## config.mk

```make
export PLATFORM = sky130hd
export DESIGN_NAME = encoder_8to3
export DESIGN_NICKNAME = d
export VERILOG_FILES = /design/src/rtl/encoder_8to3.sv
export SDC_FILE = /design/constraint.sdc
export NUM_CORES = 1
export LEC_CHECK = 0
export ABC_AREA = 0
export CAP_MARGIN = 30
export CORE_AREA = 8 8 45 47
export DETAILED_ROUTE_END_ITERATION = 6
export DIE_AREA = 0 0 53 55
export GPL_TIMING_DRIVEN = 0
export PLACE_DENSITY_LB_ADDON = 0.08
export SETUP_SLACK_MARGIN = 0.4
export SLEW_MARGIN = 40
export SYNTH_ARGS = -nofsm -noshare
export SYNTH_HDL_FRONTEND = slang
export SYNTH_SLANG_ARGS = --single-unit
```

## constraint.sdc

```tcl
create_clock -name clk -period 0.8 [get_ports clk]
set_input_delay 0.2 -clock clk [delete_from_list [all_inputs] [get_ports clk]]
set_output_delay 0.2 -clock clk [all_outputs]
set_load 0.02 [all_outputs]
```

## src/rtl/encoder_8to3.sv

```systemverilog
// Registered priority encoder: reduces a request vector to the index of its
// highest set bit, with a valid flag that separates "no request" from request 0.
module encoder_8to3 #(
  parameter int WIDTH = 8,
  parameter int OUT_W = 3
) (
  input  logic             clk,
  input  logic             rst,
  input  logic [WIDTH-1:0] din,
  input  logic             en,
  output logic [OUT_W-1:0] dout,
  output logic             valid
);

  logic [OUT_W-1:0] enc_idx;
  logic             enc_any;

  // Ascending scan so the last (highest) set bit overwrites any lower ones.
  always_comb begin
    enc_idx = '0;
    enc_any = 1'b0;
    for (int i = 0; i < WIDTH; i++) begin
      if (din[i]) begin
        enc_idx = OUT_W'(i);
        enc_any = 1'b1;
      end
    end
  end

  always_ff @(posedge clk or posedge rst) begin
    if (rst) begin
      dout  <= '0;
      valid <= 1'b0;
    end else if (en) begin
      dout  <= enc_idx;
      valid <= enc_any;
    end
  end

endmodule

```

# [After elaboration in Yosys (flattened, before gate mapping)]
# Cells that the tools add are included.
# W data, S select, Z words.
[classes] n_mux=15
[op_table] op="$mux W3" count=6
[op_table] op="$mux W1" count=9
[word_totals] regBits=4 in_bits=11

# [Logic depth before layout (Yosys ltp)]
# Gate-level depths: netlist (run 1).
[logic_depth] ltp_word=8 mapped_depth=3

# [Least setup slack after synthesis (run 1)]
# No wires, ideal clock.
[synth_timing] kind="input-to-reg" start="in din[2]" end="reg dout[0]" setup_time_ps=82 t_arrival_ps=732 slack_ps=-14 stages=3 n_path_buf=0 path_cell_list="nand2b_4 > a221o_1 > a31oi_1"
[synth_via] elab_chain_cells=6
[synth_lines] item="start: declaration" line_no="9" source="input logic [WIDTH-1:0] din,"
[synth_lines] item="$mux W3 (6 in series)" line_no="23" source="if (din[i]) begin"
[synth_lines] item="end signal: assignment" line_no="35" source="dout <= enc_idx;"
[synth_lines] item="end: declaration" line_no="11" source="output logic [OUT_W-1:0] dout,"
# No other way between the ends.
# A chain may end at the register's enable or synchronous reset.

# [Worst setup path in the final report (run 1)]
[layout_timing] start="reg dout[2]" end="out dout[2]"
# No word-level cell between the ends.

==> results.md, run 1 <==
- The run finished, with violations left.
- The checks that failed: setup timing.
- The total area inside the core boundary comes to 1380 um^2.
- In the routed layout, each cell is associated on average with a via count of 4.15.
- The placer congestion estimate is 0.691.
- In the final layout, the share of cells above drive strength 1 is 60.0%.
- The most critical setup path has its endpoint at dout[2].
- Based on the critical path, the design can be clocked at up to 1030 MHz.
- Dividing total power by cell area gives a power density of 1450 nW/um^2.
- The peak per-stage delay on the critical path is 0.40 ns.
- The biggest area contributor in the post-synthesis netlist is dfrtp_1.
- No sink is reached through more buffers than the 2 on the longest clock path.
- The final routed wirelength across all metal layers is 656 um.
- Of the total synthesized cell area, the portion taken by XOR and XNOR cells is 0%.
- The total negative slack is -0.735 ns.
- The share of total power dissipated in combinational logic is 25.4%.
- The clock reaches the later pin of the worst-skew pair after 0.23 ns.
- The total of endpoints with negative setup slack in the final report is 5.
- TritonCTS built the clock tree.
- The worst-path maximum fanout is 2.
- The maximum level of the CTS H-tree is 1.
- The area of the mapped netlist is 206 um^2.
- The remaining antenna violation count is 0.
- The class of the tightest hold or removal check is in -> async.
- The finished cells cover 462 um^2.
- The maximum number of pins on one net before global-route repair is 9.
- Among all flip-flop cells after synthesis, the most frequent one is dfrtp_1.
- The headroom to the max-slew limit is 66.5%.
- The type of destination of the critical path is a primary output.
- The filler-free cell count of the finished design is 61.
- The final antenna diode count is 0.
- For this configuration, the core starts out at a cell density of 14.9%.
- In this run the static leakage power is 0.190 nW.
- Dividing the detail-routed wire length by the instance count gives 10.8 um.
- The post-synthesis mux area share is 0%.
- In this run the number of cells on the critical path is 1.
- The final period demand of the worst path is 0.969 ns.
- In the routed design, unresolved DRC markers number 0.
- The root cell of the clock tree is clkbuf_4.
- The initial antenna violation count is 0.
- The minimum hold slack is 0.145 ns.
- The adder and majority cell fraction of the synthesized area is 0%.
- Of the total power, the share spent switching nets is 25.6%.
- The setup slack of the most critical reg-to-reg path is -0.07 ns.
- From bottom edge to top edge, the die measures 55 um.
- The net load switching power is 0.172 mW.
- In this run, synthesis produced a sequential element count of 4.
- The final layout contains 57 nets.
- During placement, the flow inserted port buffers numbering 13.
- The share of power burned in registers is 33.5%.
- At the pin with the least slew margin, the transition time is 0.502 ns.
- Walking the worst path, the cells encountered are buf_6.
- The slowest library cell on the worst path is dfrtp_2.
- The cell depth of the worst flop-to-flop path is 4.
- Data on the critical path arrives at its endpoint at 0.77 ns.
- The endpoint of the lowest-slack register-to-register path is dout[1]$_DFFE_PP0P_.
- The fraction of the mapped netlist area in compound gates is 18.8%.
- The startpoint of the most critical setup path is dout[2]$_DFFE_PP0P_.
- The total number of clock tree sinks is 4.
- The simple-gate share of the synthesized area is 25.5%.
- For this run, asynchronously set or reset flops after synthesis account for 100%.
- Fill cells in the final layout number 151.
- The total of hold buffers inserted after clock tree synthesis is 0.
- Setup repair after global routing could not meet its margin everywhere.
- The routed layout has 253 vias.
- The count of cell types in the netlist is 10.
- The cell family with the largest share of critical-path delay is flip-flops.
- The category of the critical setup timing path is reg -> out.
- The first global-routing pass estimated 1150 um of wire.
- Yosys printed 0 warnings.
- Global routing used 5.75% of the available tracks across all layers.
- The row count is 14.
- The largest family of logic cells by synthesized area is simple AND/OR/NAND/NOR gates.
- The final design utilization is 33.4%.
- Yosys instantiated no cell more often than nor2_1.
- The full die area is 2920 um^2.
- VDD sags by at most 0.377 mV.
- The via count of the first global-routing pass came to 294.
- After global routing the overflow that remains totals 0.
- In this run the critical register-to-register path is launched from dout[1]$_DFFE_PP0P_.
- The proportion of netlist area held by the largest area contributor is 48.5%.
- The sequential standard cell area is 104 um^2.
- The post-route fraction of the period consumed by the critical path is 121%.
- Across the routed clock network, the largest skew measured is 0 ns.
- The total clock buffers created by CTS is 3.
- The detailed-routing iteration count for the pre-antenna-repair pass is 1.
- Max-cap violations in this run came to 0.
- The cell total after placement is 53.
- In this run the mean area of a mapped cell was 8.60 um^2.
- Compared with the post-synthesis result, the final layout area differs by 124%.
- The number of hold violations in the final report is 0.
- The final-report max-slew violation count was 0.
- When the netlist entered floorplanning its net count stood at 35.
- Of the total power, the clock network draws 41.1%.
- The placed wire-length estimate is 523 um.
- The count of buffer and inverter cells on the critical path is 1.
- The die width is 53 um.
- The startpoint class of the critical path is a register.
- By area the synthesized netlist is led by dfrtp_1 (48%), nor2_1 (13%), a31oi_1 (9.1%), nand2b_4 (6.7%), nor4_1 (6.1%).
- The internal portion of the total power is 0.499 mW.
- By count the netlist is led by nor2_1 (7), dfrtp_1 (4), a31oi_1 (3), inv_1 (3), nor4_1 (2).
- For the worst setup path, the data required time is 0.60 ns.
- After the first detailed-routing iteration, the DRC count stood at 0.
- The minimum setup slack in the final design is -0.169 ns.
- The synthesized design contains 0 enable-type register cells.
- The total placed instance area is 375 um^2.
- In this run the count of I/O pins placed on the die edge is 15.
- Clock-pin slew was measured on the worst setup and hold paths at 0.04 ns.
- Counting every instance in the synthesized netlist gives 24.
- The share of synthesized area occupied by flip-flops and latches is 48.5%.
- Summing all multi-input logic gate instances after layout gives 134 um^2.
## cell type report
type                            instances  area share, %
Inverter                                3           2.44
Sequential cell                         4           22.5
Buffer                                  1          0.813
Timing Repair Buffer                   17           35.2
Multi-Input combinational cell         16           29.0
Clock buffer                            4           5.69
Tap cell                               16           4.34
## placed cells by master (no fill, tap or decap), types with 2 or more instances in the layout
| cell | n |
|---|---|
| buf_6 | 7 |
| clkbuf_1 | 2 |
| inv_1 | 3 |
| nor2_4 | 2 |
| a31oi_1 | 3 |
| buf_2 | 4 |
| clkdlybuf4s15_1 | 2 |
| nor2_1 | 4 |
| clkbuf_4 | 3 |
| dfrtp_2 | 3 |
## metal layers
metal / vias up / GRT usage [%] / wire (um)
met1: 105 / 5.80 / 297
met2: 16 / 8.20 / 266
li1: 127 / - / -
met4: 0 / 7.76 / 49
met3: 5 / 1.87 / 42
met5: - / 0 / 0
## stage by stage
step                      power [mW]  setup WS, ns
after global routing           0.733        -0.204
after global placement         0.360        -0.587
final                          0.670        -0.169
after CTS                      0.647        -0.177
after detailed placement       0.362        -0.595
after floorplan                0.273       -0.0119
## worst min path at each step
stage	startpoint	endpoint	slack [ns]	depth (start not counted)
after floorplan	rst	dout[0]$_DFFE_PP0P_	-0.03	1
after global placement	rst	dout[0]$_DFFE_PP0P_	0.39	2
after detailed placement	rst	dout[0]$_DFFE_PP0P_	0.39	2
after CTS	rst	valid$_DFFE_PP0P_	0.14	2
after global routing	rst	valid$_DFFE_PP0P_	0.16	2
final	rst	valid$_DFFE_PP0P_	0.15	2
## what timing repair did
item,4_1_cts,5_1_grt
endpoints found under the setup margin,8,8
buffers inserted,1,3
pin swaps,5,0
gates resized for setup,54,9
endpoints found under the hold margin,0,0
## cell families (layout without fill, tap and decap cells)
family	after synthesis	in the layout
buffers and inverters	4	25
AO/OA/AOI/OAI	6	6
AND/OR/NAND/NOR	10	10
flip-flops	4	4
## state kept, by name, indices dropped and copies added, names as in the netlist
name and flops:
dout 3, valid 1
## power groups by stage
| stage | Combinational, mW | Sequential (mW) | Clock (mW) |
|---|---|---|---|
| finish | 0.170 | 0.225 | 0.275 |
| global route | 0.187 | 0.226 | 0.320 |
| CTS | 0.138 | 0.224 | 0.286 |
| detailed placement | 0.138 | 0.224 | 0 |
| global placement | 0.137 | 0.223 | 0 |
| floorplan | 0.0350 | 0.238 | 0 |
Power figures use the tool's default switching activity.
==> run 2, diff against run 1 <==
--- a/config.mk
+++ b/config.mk
@@ -10,6 +10,7 @@
 export CORE_AREA = 8 8 45 47
 export DETAILED_ROUTE_END_ITERATION = 6
 export DIE_AREA = 0 0 53 55
+export GPL_ROUTABILITY_DRIVEN = 1
 export GPL_TIMING_DRIVEN = 0
 export PLACE_DENSITY_LB_ADDON = 0.08
 export SETUP_SLACK_MARGIN = 0.4
==> results of run 2 <==
Same layout as run 1: the final DEF is identical, and so are final timing and power.
